==> config.mk <==
export PLATFORM = sky130hd
export DESIGN_NAME = array_mul
export DESIGN_NICKNAME = d
export VERILOG_FILES = /design/src/rtl/array_mul_pkg.sv /design/src/rtl/full_adder.sv /design/src/rtl/array_mul.sv
export SDC_FILE = /design/constraint.sdc
export NUM_CORES = 1
export LEC_CHECK = 0
export ABC_AREA = 1
export ABC_CLOCK_PERIOD_IN_PS = 800
export CAP_MARGIN = 15
export CORE_ASPECT_RATIO = 1.1
export CORE_MARGIN = 2
export CORE_UTILIZATION = 65
export CTS_BUF_LIST = sky130_fd_sc_hd__clkbuf_4
export DETAILED_ROUTE_END_ITERATION = 8
export DONT_BUFFER_PORTS = 1
export PLACE_DENSITY = 0.81
export SYNTH_ARGS = -nofsm -noshare
export SYNTH_HDL_FRONTEND = slang
export SYNTH_SLANG_ARGS = --single-unit
==> constraint.sdc <==
create_clock -name clk -period 0.8 [get_ports clk]
set_clock_uncertainty 0.05 [all_clocks]
set_input_delay 0.08 -clock clk [delete_from_list [all_inputs] [get_ports clk]]
set_output_delay 0.08 -clock clk [all_outputs]
set_load 0.05 [all_outputs]
==> src/rtl/array_mul_pkg.sv <==
// -----------------------------------------------------------------------------
// array_mul_pkg
//   Shared constants for the carry-save array multiplier.
//   default_k : operand width used when the instantiating code does not
//               override the multiplier's k parameter.
//   min_k     : smallest operand width the array topology supports (the final
//               ripple row needs at least two columns).
// -----------------------------------------------------------------------------
package array_mul_pkg;

  localparam int unsigned default_k = 8;
  localparam int unsigned min_k     = 2;

endpackage : array_mul_pkg

==> src/rtl/full_adder.sv <==
// -----------------------------------------------------------------------------
// full_adder
//   One-bit full-adder cell, the only arithmetic primitive of the array
//   multiplier. Purely combinational.
//
// Ports
//   a, b, cin : input  addend bits and carry in
//   sum       : output a ^ b ^ cin
//   cout      : output majority(a, b, cin)
// -----------------------------------------------------------------------------
module full_adder (
  input  logic a,
  input  logic b,
  input  logic cin,
  output logic sum,
  output logic cout
);

  assign sum  = a ^ b ^ cin;
  assign cout = (a & b) | (a & cin) | (b & cin);

endmodule : full_adder

==> src/rtl/array_mul.sv <==
// -----------------------------------------------------------------------------
// array_mul
//   Unsigned k x k array multiplier: an AND grid of partial products reduced
//   by k-1 carry-save rows of full adders, resolved by a k-bit ripple-carry
//   row, with the full 2k-bit product registered once. Latency is one cycle,
//   throughput one product per cycle, no handshake.
//
// Parameters
//   k        : operand width in bits (k >= 2)
//
// Ports
//   clk      : input  clock, rising edge active
//   rst_n    : input  asynchronous active-low reset, clears result
//   mul_cand : input  [k-1:0]   multiplicand, unsigned
//   mul_ier  : input  [k-1:0]   multiplier, unsigned
//   result   : output [2k-1:0]  registered product mul_cand * mul_ier
// -----------------------------------------------------------------------------
module array_mul
  import array_mul_pkg::*;
#(
  parameter int unsigned k = default_k
) (
  input  logic           clk,
  input  logic           rst_n,
  input  logic [k-1:0]   mul_cand,
  input  logic [k-1:0]   mul_ier,
  output logic [2*k-1:0] result
);

  // ---------------------------------------------------------------------------
  // Partial products: pp[i][j] = mul_cand[j] & mul_ier[i], weight i+j.
  // ---------------------------------------------------------------------------
  logic [k-1:0][k-1:0] pp;

  for (genvar i = 0; i < k; i++) begin : g_pp_row
    assign pp[i] = mul_cand & {k{mul_ier[i]}};
  end

  // ---------------------------------------------------------------------------
  // Carry-save rows.
  //   row_sum[i][j]   has weight i+j
  //   row_carry[i][j] has weight i+j+1
  // Row i column j adds pp[i][j], the previous row's sum one column to the
  // left (row_sum[i-1][j+1]) and the previous row's carry of the same column;
  // all three carry weight i+j. sum_up[i] is row i's sum shifted down one
  // column, with a zero entering the top where no previous sum exists.
  // ---------------------------------------------------------------------------
  logic [k-1:0][k-1:0] row_sum;
  logic [k-1:0][k-1:0] row_carry;
  logic [k-1:0][k-1:0] sum_up;

  // Row 0 is the first partial product passed straight through.
  assign row_sum[0]   = pp[0];
  assign row_carry[0] = '0;

  for (genvar i = 0; i < k; i++) begin : g_sum_up
    assign sum_up[i] = {1'b0, row_sum[i][k-1:1]};
  end

  for (genvar i = 1; i < k; i++) begin : g_csa_row
    for (genvar j = 0; j < k; j++) begin : g_csa_col
      full_adder u_fa (
        .a    (pp[i][j]),
        .b    (sum_up[i-1][j]),
        .cin  (row_carry[i-1][j]),
        .sum  (row_sum[i][j]),
        .cout (row_carry[i][j])
      );
    end
  end

  // ---------------------------------------------------------------------------
  // Low product bits: bit i is the column-0 sum of row i; nothing else ever
  // adds into that weight once row i has produced it.
  // ---------------------------------------------------------------------------
  logic [k-1:0] prod_lo;

  for (genvar i = 0; i < k; i++) begin : g_lo
    assign prod_lo[i] = row_sum[i][0];
  end

  // ---------------------------------------------------------------------------
  // Final ripple-carry row: resolves the last row's shifted sum and carry
  // vectors into product bits k .. 2k-1.
  // ---------------------------------------------------------------------------
  logic [k:0]   rip_c;
  logic [k-1:0] rip_sum;

  assign rip_c[0] = 1'b0;

  for (genvar j = 0; j < k; j++) begin : g_ripple
    full_adder u_fa (
      .a    (sum_up[k-1][j]),
      .b    (row_carry[k-1][j]),
      .cin  (rip_c[j]),
      .sum  (rip_sum[j]),
      .cout (rip_c[j+1])
    );
  end

  // The top ripple column only sees the last carry and the ripple carry, and
  // the two are never both set because the product always fits in 2k bits.
  // So sum | cout equals sum there, and folding cout in keeps the cell's
  // output consumed without a separate carry-out path.
  logic [2*k-1:0] product;

  assign product = {rip_sum[k-1] | rip_c[k], rip_sum[k-2:0], prod_lo};

  // ---------------------------------------------------------------------------
  // Output register.
  // ---------------------------------------------------------------------------
  // NOTE: state is written with non-blocking assignments so every register in
  // the design samples its inputs from the same pre-edge values; blocking
  // assignments here would make results depend on process ordering.
  always_ff @(posedge clk or negedge rst_n) begin
    if (!rst_n) begin
      result <= '0;
    end else begin
      result <= product;
    end
  end

endmodule : array_mul

==> reports/summary.txt <==
run status -> finished with violations
failing checks -> hold timing, setup timing
DRT iter0 DRCs -> 60
Tightest Pin Transition -> 702 ps
Layout area overhead -> 22.6%
Vias -> 1,521
WP data required -> 1000 ps
Setup crit end kind -> flop
Rows -> 22
post-synthesis register bit count -> 16
initial antenna violation count -> 0
most numerous cell in the Yosys netlist -> inv_1
fmax -> 175 MHz
TritonCTS clock tree -> built
# diodes -> 0
ys flop type -> dfrtp_1
DP HPWL -> 3.35 mm
max_cap viols -> 0
Die X-Extent -> 59.2 um
Clock Path Buffers -> 2
global route overflow -> 0
Synthesized Nets -> 305
number of global-route vias before repair -> 1,678
Filler cells -> 142
Final nets -> 314
fin crit period -> 5720 ps
Clk pin slew, worst setup/hold paths -> 90 ps
top cell type's share of synthesized area -> 0.441
DRC Markers -> 0
Worst Hold Class -> input pin to async pin
Hold Vio Cnt, Final -> 16
I/O Buffers -> 0
CTS sink cnt -> 16
crit start category -> input pin
Async SR Flop Fraction -> 1.00
biggest regs -> result: 16 flops
pin count of the biggest net entering global routing -> 17
wire per inst -> 18.0 um
crit path kind -> input pin to flop
Post-DRT Antenna Nets -> 0
Placement Setup Slack -> -5260 ps
Inserted Clock Buffers -> 3
post-synthesis cell count -> 231
die area -> 3830 um^2
# IOs -> 34
GRT Total Usage -> 0.278
worst vdd ir -> 1.58 mV
first-pass GRT wire length -> 7.51 mm
setup ws final -> -4920 ps
register area share after synthesis -> 0.184
CTS H-tree depth -> 1
Final Slew Violations -> 0
pwr/cell area -> 2770 nW/um^2
Area contributors post-synth -> fa_1, dfrtp_1, inv_1
number of synthesized flops with an enable pin -> 0
top post-synthesis cells by count -> inv_1, nand2_1, fa_1, buf_6, dfrtp_1
hold_ws -> -167 ps
Synth cell types -> 6
Leak -> 1.46 nW
relative slew slack -> 0.532
Final Cycle Share -> 7.15
DRT Wirelength -> 4.95 mm
Most flops, register -> result
Critical Path AT -> 5920 ps
Cell Count, Final, Fillers Out -> 275
Root Buffer -> clkbuf_4
Yosys top cell by area -> fa_1
layout cells sized above 1 -> 0.331
Synth Cell Area -> 2180 um^2
gp weighted congestion -> 0.798
max FFs per register -> 16
crit-path max FO -> 7
unrepaired setup endpoints after global routing -> true
starting density of the core -> 0.665
core box area -> 3280 um^2
Setup-failing EPs final -> 30
vias per inst -> 5.53
yosys synthesis warning count -> 0
setup bufs post-CTS -> 0
Pre-antenna DRT Iters -> 4
Die Y -> 64.7 um
placed cells -> 267
average size of a mapped cell -> 9.43 um^2
timing repair:
item,4_1_cts,5_1_grt
pin swaps,6,14
endpoints found under the setup margin,29,47
hold endpoints to repair,18,18
hold buffers,3,1
cloned,0,0
resized for setup,24,40
worst max-delay path: stages:
cell and delay, ps:
nand2_8 50, inv_4 30, ha_4 150, fa_1 510
fa_1 530, fa_2 470, fa_1 540, fa_1 540
inv_2 50, fa_1 510, inv_2 50, ha_4 150
fa_2 330, fa_2 340, fa_2 350, fa_2 360
fa_2 350, fa_2 520
cell families (layout without fill, tap and decap cells):
| logic type | Yosys count | after routing | synth area share |
|---|---|---|---|
| buffers and inverters | 95 | 103 | 0.219 |
| adder cells (fa/ha/maj) | 56 | 56 | 0.487 |
| AND/OR/NAND/NOR | 64 | 64 | 0.110 |
| flip-flops | 16 | 16 | 0.184 |
cells in the final DEF, fill, tap and decap left out:
master	instances
buf_12	16
clkbuf_2	1
clkbuf_4	3
clkinv_1	1
dfrtp_1	16
dlygate4sd3_1	2
dlymetal6s4s_1	1
fa_1	29
fa_2	19
ha_2	1
ha_4	7
inv_1	57
inv_2	17
inv_4	5
nand2_1	54
nand2_2	5
nand2_8	5
final cells by class:
cell class	instances	area, um^2	area share
clock buffer	3	22.5	0.00843
clock inverter	1	3.75	0.00141
inverter	79	309	0.116
multi-input combinational	120	1530	0.574
sequential	16	400	0.150
tap	36	45.0	0.0169
timing repair buffer	20	358	0.134
where the power goes:
part / internal, mW / switching [mW]
combinational: 2.60 / 2.91
clock: 0.182 / 0.260
sequential: 1.19 / 0.262
per-layer routing:
metal,track usage,routed length (um),vias up
met5,0,0,-
met4,0.153,306,0
met3,0.0639,369,40
met2,0.519,2810,103
met1,0.267,1470,754
li1,-,-,624
worst max-delay path by stage:
| stage | from | slack [ps] | end | depth (start not counted) |
|---|---|---|---|---|
| 3_5_place_dp | mul_ier[1] | -5260 | result[14] | 18 |
| 4_1_cts | mul_ier[1] | -4910 | result[14] | 20 |
| 3_3_place_gp | mul_ier[1] | -5140 | result[14] | 20 |
| 6_report | mul_ier[0] | -4920 | result[14] | 18 |
| 5_1_grt | mul_ier[1] | -5030 | result[14] | 20 |
| 2_1_floorplan | mul_ier[0] | -5200 | result[14] | 21 |
stage by stage:
stage	utilization	power (mW)	hold WS [ps]	area [um^2]	setup TNS [ps]
CTS	0.781	7.15	-9.84	2560	-44440
detailed placement	0.734	6.62	-265	2400	-44590
floorplan	-	4.60	-266	2230	-44470
finish	0.816	7.40	-167	2670	-42800
global route	0.816	8.06	-117	2670	-44240
global placement	0.734	6.31	-265	2400	-43660
Power figures use the tool's default switching activity.
